File: src/rtl/avalon_streaming_fifo.sv
// avalon_streaming_fifo
// Avalon-ST FIFO carrying DATA_W data bits plus startofpacket/endofpacket per
// beat, with fill-level and almost-full reporting.
// Optional feature macro: AVST_FIFO_STORE_FORWARD_EN
//   defined   -> store-and-forward: output is held until a complete packet
//                (an eop beat) is stored, or the FIFO is full.
//   undefined -> cut-through: any stored beat is presented immediately.

module avalon_streaming_fifo #(
  parameter int DATA_W         = 8,
  parameter int DEPTH          = 16,
  parameter int ALMOST_FULL_TH = DEPTH - 2
) (
  input  logic                       clk,
  input  logic                       reset_n,
  input  logic                       asi_valid,
  input  logic [DATA_W-1:0]          asi_data,
  input  logic                       asi_startofpacket,
  input  logic                       asi_endofpacket,
  output logic                       asi_ready,
  output logic                       aso_valid,
  output logic [DATA_W-1:0]          aso_data,
  output logic                       aso_startofpacket,
  output logic                       aso_endofpacket,
  input  logic                       aso_ready,
  output logic [$clog2(DEPTH):0]     fill_level,
  output logic                       almost_full
);

  localparam int AW = $clog2(DEPTH);
  localparam int CW = AW + 1;
  localparam int EW = DATA_W + 2;

  localparam logic [CW-1:0] DEPTH_C = CW'(DEPTH);
  localparam logic [CW-1:0] AF_TH_C = CW'(ALMOST_FULL_TH);

  // Each entry is {sop, eop, data}
  logic [EW-1:0] mem_q [DEPTH];

  logic [AW-1:0] wr_ptr_q, wr_ptr_d;
  logic [AW-1:0] rd_ptr_q, rd_ptr_d;
  logic [CW-1:0] count_q, count_d;
  logic          asi_ready_q, asi_ready_d;
  logic          almost_full_q, almost_full_d;

  logic          push;
  logic          pop;
  logic [EW-1:0] rd_entry;

  assign rd_entry = mem_q[rd_ptr_q];

  // Handshakes: a push needs the registered ready, a pop the presented valid
  always_comb begin
    push = asi_valid && asi_ready_q;
    pop  = aso_valid && aso_ready;
  end

  // Next-state for pointers, occupancy and the registered status flags
  always_comb begin
    wr_ptr_d      = wr_ptr_q;
    rd_ptr_d      = rd_ptr_q;
    count_d       = count_q + CW'(push) - CW'(pop);
    if (push) wr_ptr_d = wr_ptr_q + AW'(1);
    if (pop)  rd_ptr_d = rd_ptr_q + AW'(1);
    // ready is computed from the post-edge count so a full FIFO never accepts
    asi_ready_d   = (count_d < DEPTH_C);
    almost_full_d = (count_d >= AF_TH_C);
  end

  // Pointer, occupancy and status registers
  always_ff @(posedge clk or negedge reset_n) begin
    if (!reset_n) begin
      wr_ptr_q      <= '0;
      rd_ptr_q      <= '0;
      count_q       <= '0;
      asi_ready_q   <= 1'b0;
      almost_full_q <= 1'b0;
    end else begin
      wr_ptr_q      <= wr_ptr_d;
      rd_ptr_q      <= rd_ptr_d;
      count_q       <= count_d;
      asi_ready_q   <= asi_ready_d;
      almost_full_q <= almost_full_d;
    end
  end

  // Storage array; deliberately not reset, stale contents are unreachable
  always_ff @(posedge clk) begin
    if (push) begin
      mem_q[wr_ptr_q] <= {asi_startofpacket, asi_endofpacket, asi_data};
    end
  end

`ifdef AVST_FIFO_STORE_FORWARD_EN
  logic [CW-1:0] pkt_count_q, pkt_count_d;
  logic          push_eop;
  logic          pop_eop;

  // Track how many complete packets (stored eop beats) are buffered
  always_comb begin
    push_eop    = push && asi_endofpacket;
    pop_eop     = pop && rd_entry[DATA_W];
    pkt_count_d = pkt_count_q + CW'(push_eop) - CW'(pop_eop);
  end

  // Complete-packet counter register
  always_ff @(posedge clk or negedge reset_n) begin
    if (!reset_n) begin
      pkt_count_q <= '0;
    end else begin
      pkt_count_q <= pkt_count_d;
    end
  end

  // Hold output until a whole packet is stored; a full FIFO overrides so that
  // packets longer than DEPTH fall back to cut-through instead of deadlocking
  always_comb begin
    aso_valid = (count_q != '0) && ((pkt_count_q != '0) || (count_q == DEPTH_C));
  end
`else
  // Cut-through: any stored beat is presented
  always_comb begin
    aso_valid = (count_q != '0);
  end
`endif

  // Head entry and status to the ports
  always_comb begin
    aso_data          = rd_entry[DATA_W-1:0];
    aso_endofpacket   = rd_entry[DATA_W];
    aso_startofpacket = rd_entry[DATA_W+1];
    asi_ready         = asi_ready_q;
    fill_level        = count_q;
    almost_full       = almost_full_q;
  end

endmodule

File: config.mk
export PLATFORM = sky130hd
export DESIGN_NAME = avalon_streaming_fifo
export DESIGN_NICKNAME = d
export VERILOG_FILES = /design/src/rtl/avalon_streaming_fifo.sv
export SDC_FILE = /design/constraint.sdc
export NUM_CORES = 1
export LEC_CHECK = 0
export ABC_AREA = 1
export ABC_CLOCK_PERIOD_IN_PS = 2400
export CAP_MARGIN = 20
export CORE_ASPECT_RATIO = 1.1
export CORE_MARGIN = 1
export CORE_UTILIZATION = 35
export CTS_BUF_LIST = sky130_fd_sc_hd__clkbuf_4 sky130_fd_sc_hd__clkbuf_8
export DETAILED_ROUTE_END_ITERATION = 12
export GPL_TIMING_DRIVEN = 0
export PLACE_DENSITY = 0.63
export SYNTH_ARGS = -nofsm -noshare
export SYNTH_HDL_FRONTEND = slang
export SYNTH_SLANG_ARGS = --single-unit
File: constraint.sdc
create_clock -name clk -period 2.4 [get_ports clk]
set_input_delay 0.36 -clock clk [delete_from_list [all_inputs] [get_ports clk]]
set_output_delay 0.36 -clock clk [all_outputs]
set_load 0.05 [all_outputs]
==> reports/metrics.cfg <==
[critical_path]
critical_path.startpoint_type=register
critPathMaxFanout=10
worst-setup-path-type=reg -> out
crit_path_end_kind=primary output
critical_path_required_ns=2.04
rrSetupSlack_ns=0.11
worstReg2RegStart=fill_level[3]
timing.reg2reg.worst_path_depth=14
reg2reg_to=asi_ready
crit_arrival_ns=1.98

[timing]
final_hold_viol_count=0
grt_setup_unrepaired=yes
timing.final.crit_period_ns=2.34
skew_ns=0.00781
post-route-period-util=0.973
achievable-frequency_mhz=428
timing_worst_slew_pin_value_ns=1.11
drv_slew=0
finalSetupViolCount=0
slew-limit-headroom=0.255

[drt]
drt-total-wl_mm=18.4
vias_per_cell=4.65
detail_route.wl_per_cell_um=16.6
route.vias.total=5156
drt_iter0_drc=451
drt-pass1-iter-count=10
drtAntennaViolNets=0
drc=0

[outcome]
status=complete, no violations

[clock_tree]
depth_of_the_cts_h_tree=4
cts-buffers-inserted=17
cts_tree=yes
clockRootBuffer=sky130_fd_sc_hd__clkbuf_8
cts.clk_slew.worst_paths_ns=0.08
clock_tree.buffer_depth=2
worstSkewPairLatency_ns=0.45
tritoncts_num_sinks=175

[finish]
mostFrequentLayoutCells=sky130_fd_sc_hd__nand2_1, sky130_fd_sc_hd__edfxtp_1, sky130_fd_sc_hd__inv_1
area.sequential_um2=5190
layout.cells.most_common=sky130_fd_sc_hd__nand2_1
total_area_of_multi_input_combinational_cells_um2=2010
finish.instance_area_um2=9240
num_antenna_cells=0
num-fill-cells=1997
drive_above_1_share=0.153
area_delta_synth_final_pct=19.2
fin_nets=834
postLayoutCoreUtil=0.430

[place]
place_area_um2=8520
port_buffers=31
globalplace.congestion=0.808
hpwlAfterDp_mm=12.0

[die]
start_util=0.360
die_width_um=144
design.core.area_um2=21500
fp-row-count=56
io_pins=32
die-height_um=158
die_area_um2=22700

[global_routing]
grt_first_pass_wirelength_mm=27.3
antenna_found_initial=0
gr-usage-all-layers=0.170
grt_start_max_net_pins=17
vias_in_the_first_global_route=4834
grt_overflow_total=0

[power_and_ir_drop]
vdd_ir_drop_max_mv=0.990
post_layout_power_mw=11.7
power_leakage_nw=3.93
pwr_density_cell_nw_per_um2=1270

[flow_run]
max-cap-violations=0

[synth]
syn_avg_cell_area_um2=10.4
ys_ff_latch=175
post_synth_instance_area_um2=7750
syn_nets=774
netlist-cell-type-count=22
yosysWarnings=0
syn_inst=748
synth.yosys.seq_area_share=0.668

[hold_path]
worstHoldPathType=in -> async

==> how the worst max path moves through the flow <==
stage / from / end / slack [ns]
finish: rd_ptr_q[0] / aso_data[6] / 0.06
global route: rd_ptr_q[0] / aso_data[6] / -0.01
CTS: rd_ptr_q[0] / aso_data[4] / -0.02
detailed placement: asi_valid / mem_q[3][4] / -0.27
global placement: rd_ptr_q[2] / aso_data[4] / -0.28
floorplan: fill_level[3] / almost_full / -0.11
==> synth_stat cells (all sizes together) <==
cell type,number,area [um2]
a21oi,2,10.0
and2,1,6.26
buf,29,200
clkbuf,3,11.3
dfrtp,15,375
edfxtp,160,4800
fa,1,20.0
ha,11,138
inv,139,527
nand2,230,863
nand3,126,631
nand3b,1,7.51
nand4,1,6.26
nor2,18,67.6
o21ai,3,15.0
xnor2,1,8.76
xor2,7,61.3
==> cell type report <==
class / instances / share of cell area
inverter: 139 / 0.0581
multi-input combinational: 402 / 0.218
clock buffer: 17 / 0.0253
buffer: 32 / 0.0278
timing repair buffer: 41 / 0.0467
sequential: 175 / 0.561
tap: 290 / 0.0393
clock inverter: 13 / 0.0238
==> metrics by stage <==
step	hold slack (ns)	setup slack, ns	std cells	setup TNS, ns
global route	0.394	-0.0143	1109	-0.0379
CTS	0.318	-0.0182	1101	-0.0330
global placement	0.505	-0.282	1069	-23.30
finish	0.342	0.0638	1109	0
detailed placement	0.506	-0.272	1071	-23.43
floorplan	0.0644	-0.109	748	-0.222
==> state kept, by name (all words and copies together) (netlist names) <==
signal,count
rd_ptr_q,4
wr_ptr_q,4
mem_q,160
fill_level,5
almost_full,1
asi_ready,1
==> metal layers <==
metal | up-vias | share of wire | GRT usage
met1 | 2438 | 0.42 | 0.211
met4 | 0 | 0.041 | 0.0983
met2 | 165 | 0.49 | 0.282
li1 | 2519 | - | -
met3 | 34 | 0.052 | 0.0275
met5 | - | 0 | 0
==> power by group <==
part	switching [mW]	internal, mW
Sequential	0.152	3.65
Clock	0.979	1.32
Combinational	3.66	1.95
Total	4.79	6.91
==> critical path, cell delays in order, from the launching register on <==
cell and delay (ns):
sky130_fd_sc_hd__dfrtp_1 0.42, sky130_fd_sc_hd__buf_6 0.16, sky130_fd_sc_hd__clkinv_8 0.09, sky130_fd_sc_hd__buf_8 0.14
sky130_fd_sc_hd__nand2_1 0.05, sky130_fd_sc_hd__nand2_1 0.07, sky130_fd_sc_hd__nand2_1 0.06, sky130_fd_sc_hd__nand3_2 0.11
sky130_fd_sc_hd__nand3_2 0.14, sky130_fd_sc_hd__nand2_2 0.12, sky130_fd_sc_hd__buf_6 0.16
==> logic make-up (layout without fill, tap and decap cells) <==
group | after synthesis | after routing | share of synthesized area
flops | 175 | 175 | 0.668
buf+inv | 171 | 242 | 0.0952
simple gates | 377 | 377 | 0.204
xor+xnor | 8 | 8 | 0.00904
compound gates | 5 | 5 | 0.00323
fa+ha+maj | 12 | 12 | 0.0203
==> timing repair <==
item / in CTS / in global routing
hold buffers: 0 / 0
cloned: 0 / 2
setup buffers: 0 / 3
endpoints found under the setup margin: 10 / 14
gates resized for setup: 92 / 31
pin swaps: 1 / 7
(Power assumes the default switching activity.)
